**config.mk**
```make
export PLATFORM = sky130hd
export DESIGN_NAME = ipv4_checksum_arbiter
export DESIGN_NICKNAME = d
export VERILOG_FILES = /design/src/rtl/ipv4_checksum_arbiter.sv
export SDC_FILE = /design/constraint.sdc
export NUM_CORES = 1
export LEC_CHECK = 0
export BUFFER_PORTS_ARGS = -buffer_cell sky130_fd_sc_hd__buf_2
export CAP_MARGIN = 10
export CORE_AREA = 8 8 279 281
export CTS_BUF_LIST = sky130_fd_sc_hd__clkbuf_4
export CTS_CLUSTER_SIZE = 16
export DETAILED_ROUTE_END_ITERATION = 6
export DIE_AREA = 0 0 287 289
export GPL_ROUTABILITY_DRIVEN = 0
export HOLD_SLACK_MARGIN = 0.1
export SLEW_MARGIN = 30
export SYNTH_ARGS = -nofsm -noshare
export SYNTH_HDL_FRONTEND = slang
export SYNTH_SLANG_ARGS = --single-unit
```
**constraint.sdc**
```tcl
create_clock -name clk -period 4.3 [get_ports clk]
set_input_delay 0.215 -clock clk [delete_from_list [all_inputs] [get_ports clk]]
set_output_delay 0.215 -clock clk [all_outputs]
set_load 0.02 [all_outputs]
```
**src/rtl/ipv4_checksum_arbiter.sv**
```systemverilog
// rtl/ipv4_checksum_arbiter.sv - round-robin sharing of one pipelined IPv4 checksum generator among N requesters
module ipv4_checksum_arbiter #(
  parameter int N           = 4,
  parameter int CHK_LATENCY = 2,
  parameter int HDR_W       = 136
) (
  input  logic                 clk,
  input  logic                 rst_n,
  input  logic [N-1:0]         s_req_valid,
  output logic [N-1:0]         s_req_ready,
  input  logic [N*HDR_W-1:0]   s_req_hdr,
  output logic                 m_chk_req,
  output logic [HDR_W-1:0]     m_chk_hdr,
  input  logic                 m_chk_valid,
  input  logic [15:0]          m_chk_sum,
  output logic [N-1:0]         rsp_valid,
  output logic [15:0]          rsp_chksum,
  output logic                 err_unexpected
);

  localparam int IW = (N > 1) ? $clog2(N) : 1;
  localparam int CW = $clog2(CHK_LATENCY + 1) + 1;

  if (HDR_W != 136) begin : g_bad_hdr_w
    $error("ipv4_checksum_arbiter: HDR_W must be 136");
  end
  if (N < 1 || N > 16) begin : g_bad_n
    $error("ipv4_checksum_arbiter: N must be 1..16");
  end
  if (CHK_LATENCY < 1) begin : g_bad_lat
    $error("ipv4_checksum_arbiter: CHK_LATENCY must be at least 1");
  end

  typedef enum logic {ST_BLANK, ST_RUN} state_t;

  state_t            state_q, state_d;
  logic [CW-1:0]     blank_cnt_q, blank_cnt_d;
  logic [IW-1:0]     ptr_q, ptr_d;
  logic              m_chk_req_q, m_chk_req_d;
  logic [HDR_W-1:0]  m_chk_hdr_q, m_chk_hdr_d;
  logic [IW-1:0]     iss_idx_q, iss_idx_d;
  logic [CHK_LATENCY-1:0] pipe_vld_q, pipe_vld_d;
  logic [IW-1:0]     pipe_idx_q [CHK_LATENCY];
  logic [IW-1:0]     pipe_idx_d [CHK_LATENCY];
  logic [N-1:0]      rsp_valid_q, rsp_valid_d;
  logic [15:0]       rsp_chksum_q, rsp_chksum_d;
  logic              err_q, err_d;

  logic [N-1:0]      ready;
  logic [IW-1:0]     gnt_idx;
  logic [IW-1:0]     cand;
  logic              transfer;
  logic              tail_vld;
  logic [IW-1:0]     tail_idx;

  // The generator has no reset, so results are ignored until its pipeline has flushed.
  always_comb begin
    state_d     = state_q;
    blank_cnt_d = blank_cnt_q;
    if (state_q == ST_BLANK) begin
      if (blank_cnt_q == CW'(CHK_LATENCY)) begin
        state_d = ST_RUN;
      end else begin
        blank_cnt_d = blank_cnt_q + CW'(1);
      end
    end
  end

  always_comb begin
    ready    = '0;
    gnt_idx  = '0;
    cand     = '0;
    transfer = 1'b0;
    if (state_q == ST_RUN) begin
      for (int k = 1; k <= N; k++) begin
        cand = IW'((int'(ptr_q) + k) % N);
        if (!transfer && s_req_valid[cand]) begin
          transfer     = 1'b1;
          ready[cand]  = 1'b1;
          gnt_idx      = cand;
        end
      end
    end
  end

  assign tail_vld = pipe_vld_q[CHK_LATENCY-1];
  assign tail_idx = pipe_idx_q[CHK_LATENCY-1];

  always_comb begin
    ptr_d        = transfer ? gnt_idx : ptr_q;
    m_chk_req_d  = transfer;
    m_chk_hdr_d  = transfer ? s_req_hdr[int'(gnt_idx)*HDR_W +: HDR_W] : m_chk_hdr_q;
    iss_idx_d    = gnt_idx;
    pipe_vld_d    = '0;
    pipe_vld_d[0] = m_chk_req_q;
    pipe_idx_d[0] = iss_idx_q;
    for (int k = 1; k < CHK_LATENCY; k++) begin
      pipe_vld_d[k] = pipe_vld_q[k-1];
      pipe_idx_d[k] = pipe_idx_q[k-1];
    end
    rsp_valid_d  = '0;
    rsp_chksum_d = rsp_chksum_q;
    err_d        = err_q;
    if (state_q == ST_RUN) begin
      if (m_chk_valid && tail_vld) begin
        rsp_valid_d[tail_idx] = 1'b1;
        rsp_chksum_d          = m_chk_sum;
      end
      // Either an orphan result or a lost one means the generator and ID pipe disagree.
      if (m_chk_valid != tail_vld) begin
        err_d = 1'b1;
      end
    end
  end

  always_ff @(posedge clk or negedge rst_n) begin
    if (!rst_n) begin
      state_q      <= ST_BLANK;
      blank_cnt_q  <= '0;
      ptr_q        <= IW'(N - 1);
      m_chk_req_q  <= 1'b0;
      m_chk_hdr_q  <= '0;
      iss_idx_q    <= '0;
      pipe_vld_q   <= '0;
      for (int k = 0; k < CHK_LATENCY; k++) begin
        pipe_idx_q[k] <= '0;
      end
      rsp_valid_q  <= '0;
      rsp_chksum_q <= '0;
      err_q        <= 1'b0;
    end else begin
      state_q      <= state_d;
      blank_cnt_q  <= blank_cnt_d;
      ptr_q        <= ptr_d;
      m_chk_req_q  <= m_chk_req_d;
      m_chk_hdr_q  <= m_chk_hdr_d;
      iss_idx_q    <= iss_idx_d;
      pipe_vld_q   <= pipe_vld_d;
      for (int k = 0; k < CHK_LATENCY; k++) begin
        pipe_idx_q[k] <= pipe_idx_d[k];
      end
      rsp_valid_q  <= rsp_valid_d;
      rsp_chksum_q <= rsp_chksum_d;
      err_q        <= err_d;
    end
  end

  assign s_req_ready    = ready;
  assign m_chk_req      = m_chk_req_q;
  assign m_chk_hdr      = m_chk_hdr_q;
  assign rsp_valid      = rsp_valid_q;
  assign rsp_chksum     = rsp_chksum_q;
  assign err_unexpected = err_q;

endmodule
```
==> impl_metrics.yaml, run 1 <==
drt:
  wire_per_inst_um: 19.0
  initialDrtViolationCount: 509
  viasPerCell: 4.25
  ant_nets: 0
  firstDrtPassIters: 5
  route.detailed.drc: 0
  num_vias: 13732
  routed_wl_mm: 61.3
floorplanning:
  fp.dieArea_um2: 82900
  initial_core_util: 0.143
  die_w_um: 287
  die-height_um: 289
  row_count: 100
  ios: 729
  core_area_um2: 73600
run_status:
  status: "complete, no violations"
pwr:
  seq_power_share: 0.173
  netSwitchingPower_uw: 7750
  powerDensity_nw_per_um2: 811
  p_total_uw: 17100
  clock_power_share: 0.060
  peakVddDrop_v: 0.000727
  swShare: 0.452
  p_int_uw: 9400
  p_leak_uw: 0.0104
  combPwrFrac: 0.767
finish:
  fillers: 7495
  fin_nets: 2812
  multi_input_area_um2: 5740
  synthToLayoutAreaGrowth_pct: 101
  final_common_cell: "buf_2"
  layout-drive-gt1-share: 0.397
  regArea_um2: 4310
  mostFrequentLayoutCells: "buf_2 (727), dlygate4sd3_1 (528), mux2i_1 (232)"
  postLayoutCoreUtil: 0.287
cts:
  htreeDepth: 4
  cts_buffers: 17
  clk_pin_slew_ns: 0.20
  worstSkewPairLatency_ns: 0.72
  cts_max_path_buffers: 2
  clock-sinks: 172
  tritoncts: "yes"
  cts-root-buf: "clkbuf_4"
sta:
  tns_ns: 0
  maxSlewViolCount: 0
  period_needed_ns: 4.08
  fin_skew_ns: 0.0402
  rsz0062_at_grt: "no"
  timing.final.crit_share: 0.950
  maxSlewHeadroom: 0.392
  max_freq_mhz: 245
  tightest_slew_ns: 0.909
  whs_ns: 0.250
  finalSetupViolCount: 0
  hold_viol_final: 0
global_routing:
  grt_use_total: 0.140
  grt_overflow: 0
  grt_pass1_wl_mm: 89.8
  antenna_found_initial: 20
  grt_start_max_net_pins: 91
  grt_pass1_vias: 15149
setup_path:
  cpPeakStageDelay_ns: 0.61
  critPathKind: "reg -> reg"
  crit_start: "ptr_q[1]"
  slowest_stage: "dfstp_2"
  path_buf_inv: 5
  path_cells: "inv_1, ha_2, mux2_2, o311ai_4, buf_12, buf_4, mux2i_1, dlygate4sd3_1, a21oi_1, dlygate4sd3_1"
  critical_path.most_common_cell: "dlygate4sd3_1"
  endpoint: "m_chk_hdr[6]"
  critPathArrivalTime_ns: 4.72
  critical_path_required_ns: 4.93
  r2r-start: "ptr_q[1]"
  cp.depth: 10
  end_kind: "register"
  crit_path_max_fanout: 38
  start_kind: "register"
  r2r_slack_ns: 0.22
  cp_top_family: "buffers and inverters"
  rr_worst_depth: 10
  timing.rr.end: "m_chk_hdr[6]"
synthesis:
  synth_edf_count: 0
  synthFlopType: "dfrtp_1"
  yosys_warnings: 0
  syn_area_per_cell_um2: 10.6
  synth_cells: 992
  syn_area_um2: 10500
  yosysUniqueCellTypes: 41
  seq_area_frac_synth: 0.410
  ys_seq_elements: 172
  syn-num-nets: 1570
  synthArstFlopShare: 1.00
placed_design:
  io_buffers: 728
  dp_hpwl_mm: 42.4
min_path:
  hp-class: "in -> reg"
  min_from: "m_chk_sum[6]"
run:
  maxCapViolations: 0
[state kept, by name (all words and copies together), names as in the netlist]
register,flops
pipe_idx_d,2
m_chk_req,1
iss_idx_q,2
err_unexpected,1
pipe_vld_q,2
ptr_q,2
tail_idx,2
rsp_valid,4
blank_cnt_q,3
rsp_chksum,16
state_q,1
m_chk_hdr,136
[kinds of logic (layout without fill, tap and decap cells)]
group,after synthesis,count (layout),share of synthesized area
xor+xnor,2,2,0.00167
compound gates,298,298,0.187
fa+ha+maj,11,11,0.0131
other cells,0,14,0
mux,297,297,0.295
simple gates,115,115,0.0472
flops,172,172,0.410
buf+inv,97,1352,0.0456
[layout make-up]
class,count,area share
Tap cell,969,0.0574
Sequential cell,172,0.204
Clock buffer,17,0.00604
Antenna cell,14,0.00166
Clock inverter,15,0.00734
Multi-Input combinational cell,723,0.272
Timing Repair Buffer,1312,0.451
Inverter,8,0.00154
[worst register-to-register path: stages (launching register included)]
cell and delay (ns):
dfstp_2 0.61, inv_1 0.11, ha_2 0.45, mux2_2 0.38, o311ai_4 0.37, buf_12 0.27
buf_4 0.32, mux2i_1 0.26, dlygate4sd3_1 0.60, a21oi_1 0.07, dlygate4sd3_1 0.56
[metal layers]
layer	up-vias	track usage	wire length, µm
met3	146	0.0520	6040
met4	10	0.0635	2310
met5	-	0	67
li1	6206	-	-
met2	780	0.239	29800
met1	6590	0.154	23100
[synthesized netlist by cell type, types with 2 or more instances]
master	number	area share
mux2i_1	232	0.22
dfrtp_1	170	0.41
a21oi_1	137	0.065
nand2_1	98	0.035
a22o_1	93	0.078
mux2_2	61	0.065
o22ai_1	43	0.026
clkbuf_1	37	0.013
buf_2	32	0.015
ha_1	11	0.013
a22oi_1	8	0.0057
o21ai_0	8	0.0038
buf_1	7	0.0025
buf_6	7	0.0075
buf_4	6	0.0043
inv_1	6	0.0021
and2_1	4	0.0024
mux4_2	4	0.0086
nor3b_1	3	0.0021
dfstp_2	2	0.0050
inv_2	2	0.00072
xnor2_1	2	0.0017
[metrics by stage]
stage / std cells / worst slack, ns / cell area, µm²
2_1_floorplan: 992 / 0.830 / 10500
3_3_place_gp: 2649 / 0.414 / 15400
3_5_place_dp: 2650 / 0.506 / 15500
4_1_cts: 3211 / 0.0236 / 21100
5_1_grt: 3221 / 0.0787 / 21100
6_report: 3230 / 0.217 / 21100
[worst min-delay path by stage]
stage / to / slack [ns] / cells past startpoint
finish: rsp_chksum[6] / 0.25 / 3
global route: rsp_chksum[15] / 0.15 / 3
CTS: rsp_chksum[15] / 0.10 / 3
detailed placement: m_chk_hdr[102] / 0.17 / 1
global placement: m_chk_hdr[82] / 0.17 / 1
floorplan: blank_cnt_q[0] / -0.08 / 0
[power groups by stage]
stage                     combinational (µW)  clock [µW]  sequential [µW]
after global placement                 10200           0             2970
after global routing                   14100        1170             3050
final                                  13100        1030             2970
after floorplan                         6450           0             3820
after detailed placement               10500           0             2960
after CTS                              12800        1110             2950
[timing repair]
item	CTS	global route
gates resized for setup	0	1
endpoints found under the hold margin	327	0
setup endpoints to repair	0	45
setup buffers	0	5
hold buffers	529	0
(Power assumes the default switching activity.)
==> run 2, diff against run 1 <==
Settings changed: ABC_AREA set to 1, CORE_AREA 8 8 279 281 to 8 8 275 277, DIE_AREA 0 0 287 289 to 0 0 283 285.
Clock period 4.3 ns to 4.26 ns, I/O delays scaled along.
==> run 2 against run 1 <==
- global-route usage increased by 2.9 points
- maximum frequency up 1.5%
- area after synthesis up 8.8%
==> impl_metrics.yaml, run 2 <==
finish:
  fillers: 7277
  postLayoutCoreUtil: 0.313
  fin_nets: 3520
  synthToLayoutAreaGrowth_pct: 94.3
  final_common_cell: "buf_2"
  layout.cells.non_filler: 3919
  layout-drive-gt1-share: 0.294
  mostFrequentLayoutCells: "buf_2 (727), nand2_1 (675), dlygate4sd3_1 (574)"
  stdcell_area_um2: 22200
  largest_reg_flops: 136
placed_design:
  dp_hpwl_mm: 48.7
  postPlaceCellArea_um2: 16000
  dp_cells: 3293
  io_buffers: 728
setup_path:
  end_kind: "register"
  critPathKind: "reg -> reg"
  rr_worst_depth: 16
  timing.rr.end: "m_chk_hdr[64]"
  critPathArrivalTime_ns: 4.62
  crit_start: "ptr_q[1]"
  crit_path_max_fanout: 94
  critical_path_required_ns: 4.86
  start_kind: "register"
  r2r-start: "ptr_q[1]"
  r2r_slack_ns: 0.24
  endpoint: "m_chk_hdr[64]"
sta:
  timing.final.crit_share: 0.944
  fin_skew_ns: 0.0375
  maxSlewViolCount: 0
  max_freq_mhz: 249
  maxSlewHeadroom: 0.372
  hold_viol_final: 0
  finalSetupViolCount: 0
  period_needed_ns: 4.02
  tns_ns: 0
  rsz0062_at_grt: "no"
  tightest_slew_ns: 0.939
synthesis:
  syn-num-nets: 2290
  synth_area_leaders: "dfrtp_1 (37%), nand2_1 (22%), nand3_1 (15%)"
  syn_area_um2: 11400
  synth_edf_count: 0
  netlist_top_cells_count: "nand2_1 (676), nand3_1 (332), dfrtp_1 (170)"
  synth.largest_area_cell: "dfrtp_1"
  synth_most_common_cell: "nand2_1"
  synth_cells: 1712
  ys_seq_elements: 172
  yosysUniqueCellTypes: 32
  synthFlopType: "dfrtp_1"
  synth_top_cell_area_share: 0.372
  yosys_warnings: 0
  syn_area_per_cell_um2: 6.67
  seq_area_frac_synth: 0.377
  synthArstFlopShare: 1.00
drt:
  ant_nets: 0
  routed_wl_mm: 72.5
  firstDrtPassIters: 6
  wire_per_inst_um: 18.5
  num_vias: 17394
  viasPerCell: 4.44
  route.detailed.drc: 0
  initialDrtViolationCount: 1189
floorplanning:
  core_area_um2: 71000
  die_w_um: 283
  die-height_um: 285
  initial_core_util: 0.161
  fp.dieArea_um2: 80700
  ios: 729
  row_count: 98
global_routing:
  grt_use_total: 0.169
  grt_overflow: 0
  antenna_found_initial: 26
  grt_pass1_vias: 18372
  grt_pass1_wl_mm: 108
  grt_start_max_net_pins: 133
run:
  maxCapViolations: 0
min_path:
  holdPathStages: 3
  hp-class: "in -> reg"
cts:
  htreeDepth: 4
  tritoncts: "yes"
  cts-root-buf: "clkbuf_4"
  clk_pin_slew_ns: 0.18
  cts_max_path_buffers: 2
  clock-sinks: 172
  cts_buffers: 17
  worstSkewPairLatency_ns: 0.70
run_status:
  status: "complete, no violations"
==> run 2: changes by cell type in the layout (fill, tap and decap cells not counted), moves of 21 or more <==
cell | before | now
nor3b_1 | 3 | 43
nand3_1 | 1 | 332
dlygate4sd3_1 | 528 | 574
a22o_1 | 93 | 0
nand2_1 | 98 | 675
a21oi_1 | 137 | 4
buf_4 | 43 | 22
mux2i_1 | 232 | 0
or2_2 | 1 | 37
o21ai_0 | 8 | 101
o22ai_1 | 43 | 0
nor2_1 | 0 | 91
inv_1 | 6 | 67
mux2_2 | 61 | 16
==> run 2: logic make-up (layout without fill, tap and decap cells) <==
kind of cell,count (synthesis),in the layout,share of synthesized area
other,0,14,0
muxes,16,16,0.0158
DFF,172,172,0.377
and+or+nand+nor,1202,1203,0.461
xor gates and xnor gates,2,2,0.00153
buffers and inverters,197,1439,0.0823
adders and majority gates,11,11,0.0120
AOI/OAI and AO/OA,112,112,0.0501
==> run 2: area by class of cell <==
type,count,area (µm²),area share
diodes,14,35.0,0.00158
clock buffers,17,128,0.00575
clock inverters,15,188,0.00846
inverters,70,270,0.0122
multi-input cells,1344,6240,0.281
flip-flops and latches,172,4310,0.194
well taps,950,1190,0.0535
repair buffers,1337,9840,0.443
==> run 2: what timing repair did <==
action / in CTS / in global routing
endpoints found under the setup margin: 0 / 69
buffers inserted: 0 / 4
hold buffers: 575 / 0
endpoints found under the hold margin: 325 / 0
resized for setup: 0 / 5
==> run 2: per-layer routing <==
metal | vias to the layer above | global-route usage | share of wire
li1 | 7969 | - | -
met1 | 8042 | 0.187 | 0.37
met2 | 1144 | 0.289 | 0.48
met3 | 227 | 0.0546 | 0.10
met4 | 12 | 0.0887 | 0.048
met5 | - | 0 | 0.0011
==> run 2: worst min-delay path by stage <==
stage	start	endpoint	slack, ns
floorplan	rst_n	blank_cnt_q[0]	-0.08
global placement	rst_n	m_chk_hdr[46]	0.24
detailed placement	rst_n	m_chk_hdr[15]	0.24
CTS	m_chk_sum[13]	rsp_chksum[13]	0.11
global route	m_chk_sum[13]	rsp_chksum[13]	0.18
finish	m_chk_sum[13]	rsp_chksum[13]	0.32
==> run 2: critical path, stage by stage (launching register included) <==
cell and delay (ns):
dfstp_2 0.64, inv_1 0.15, ha_2 0.41, inv_1 0.09
nand2_2 0.10, nand2_4 0.08, nor2_4 0.15, nand3_1 0.09
nand2_1 0.14, nand2_1 0.10, nand2_4 0.11, buf_16 0.39
nand3_1 0.13, dlygate4sd3_1 0.58, nand3_1 0.08, nand2_1 0.05
dlygate4sd3_1 0.55
==> run 2: per-stage QoR <==
stage                     setup slack [ns]  hold slack [ns]
after global routing              0.000198            0.180
after floorplan                       1.67          -0.0826
final                                0.239            0.322
after CTS                           0.0202            0.114
after global placement               0.819            0.236
after detailed placement             0.773            0.244
Power of run 2 is not shown: default switching activity piles up to over one toggle a cycle in this logic, so the estimate is an artifact.
==> run 3, diff against run 2 <==
Clock period 4.26 ns to 4.8 ns, I/O delays scaled along.
==> run 3 against run 2 <==
- clock-buffer cell count stayed put
- register-to-register slack lost 0.03 ns
- via count shrank 5.8%
- first-iteration DRC count down 24%
- cell area is 6.5% lower
- global-route usage down 0.98 points
==> impl_metrics.yaml, run 3 (synthesis results as in run 2) <==
sta:
  tightest_slew_ns: 0.898
  fin_skew_ns: 0.0407
  rsz0062_at_grt: "yes"
  period_needed_ns: 4.59
  timing.final.crit_share: 0.956
  max_freq_mhz: 218
  finalSetupViolCount: 0
  hold_viol_final: 0
  maxSlewHeadroom: 0.401
  maxSlewViolCount: 0
finish:
  stdcell_area_um2: 20700
  layout.cells.non_filler: 3778
  final_common_cell: "buf_2"
  mostFrequentLayoutCells: "buf_2 (727), nand2_1 (674), dlygate4sd3_1 (433)"
  largest_reg_flops: 136
  postLayoutCoreUtil: 0.292
  fillers: 7618
  synthToLayoutAreaGrowth_pct: 81.6
  fin_nets: 3382
  layout-drive-gt1-share: 0.310
setup_path:
  rr_worst_depth: 17
  r2r-start: "ptr_q[0]"
  slowest_stage: "dfstp_2"
  critical_path.most_common_cell: "nand2_1"
  path_cells: "inv_4, ha_1, inv_1, nand3_1, nand2_1, o21ai_1, nand2_1, nand2_4, nor2_8, buf_16, buf_4, nand2_1, nand3_1, dlygate4sd3_1, nand3_1, dlygate4sd3_1, nand2_1"
  path_buf_inv: 6
  cp.depth: 17
  critPathKind: "reg -> reg"
  start_kind: "register"
  crit_path_max_fanout: 76
  critical_path_required_ns: 5.43
  cp_top_family: "buffers and inverters"
  r2r_slack_ns: 0.21
  critPathArrivalTime_ns: 5.22
  timing.rr.end: "m_chk_hdr[19]"
  end_kind: "register"
  cpPeakStageDelay_ns: 0.71
drt:
  routed_wl_mm: 69.5
  route.detailed.drc: 0
  viasPerCell: 4.34
  ant_nets: 0
  wire_per_inst_um: 18.4
  initialDrtViolationCount: 905
  num_vias: 16383
  firstDrtPassIters: 5
placed_design:
  dp_cells: 3298
  io_buffers: 728
  dp_hpwl_mm: 48.3
  postPlaceCellArea_um2: 16000
floorplanning:
  row_count: 98
  initial_core_util: 0.161
  die_w_um: 283
  fp.dieArea_um2: 80700
  die-height_um: 285
  ios: 729
  core_area_um2: 71000
global_routing:
  grt-busiest-layer: "met2"
  grt_pass1_wl_mm: 101
  gr-usage-met3: 0.0530
  grt_pass1_vias: 17206
  grt_start_max_net_pins: 133
  antenna_found_initial: 28
  grt_use_total: 0.160
  grt_overflow: 0
  use_met1: 0.178
  grt_use_met2: 0.280
min_path:
  worstHoldEndpoint: "rsp_chksum[14]"
  holdPathStages: 3
  min_from: "m_chk_sum[14]"
  hp-class: "in -> reg"
cts:
  tritoncts: "yes"
  htreeDepth: 4
  cts-root-buf: "clkbuf_4"
  clock-sinks: 172
  cts_max_path_buffers: 2
  clk_pin_slew_ns: 0.20
  cts_setup_buffers: 0
  worstSkewPairLatency_ns: 0.73
  cts_buffers: 17
run_status:
  status: "complete, no violations"
run:
  maxCapViolations: 0
run 3: how the worst max path moves through the flow:
stage                     end  startpoint  slack (ns)
3_3_place_gp    m_chk_hdr[62]    ptr_q[0]        1.26
2_1_floorplan   m_chk_hdr[47]    ptr_q[0]        2.21
3_5_place_dp    m_chk_hdr[31]    ptr_q[0]        1.29
5_1_grt        m_chk_hdr[123]    ptr_q[0]       -0.06
6_report        m_chk_hdr[19]    ptr_q[0]        0.21
4_1_cts         m_chk_hdr[25]    ptr_q[0]        0.17
run 3: worst register-to-register path: cells and delay by family, from the launching register on:
family	cells	cell delay, ns
buffers and inverters	6	2.08
AND/OR/NAND/NOR	9	1.25
AO/OA/AOI/OAI	1	0.09
flip-flops	1	0.71
adder cells (fa/ha/maj)	1	0.39
run 3: cell type report:
class                   count  area [µm²]  area share
flip-flops and latches    172        4310       0.208
well taps                 950        1190      0.0573
inverters                  70         270      0.0130
multi-input cells        1346        6260       0.302
clock inverters            15         194     0.00935
diodes                     11        27.5     0.00133
repair buffers           1197        8370       0.403
clock buffers              17         128     0.00615
run 3: metrics by stage:
step / setup WS, ns / TNS [ns] / hold WS [ns]
final: 0.210 / 0 / 0.281
after global routing: -0.0632 / -0.597 / 0.134
after CTS: 0.174 / 0 / 0.103
after detailed placement: 1.29 / 0 / 0.308
after global placement: 1.26 / 0 / 0.307
after floorplan: 2.21 / 0 / -0.0556
run 3: layer usage:
metal / vias up / routed length (µm)
met1: 7628 / 27100
met3: 154 / 5960
met2: 885 / 33500
met4: 12 / 2840
li1: 7704 / -
met5: - / 80
run 3: timing repair:
| action | 4_1_cts | 5_1_grt |
|---|---|---|
| resized for setup | 0 | 4 |
| hold buffers | 434 | 0 |
| hold endpoints to repair | 324 | 0 |
| setup endpoints to repair | 0 | 35 |
Power of run 3 is left out for the same reason.
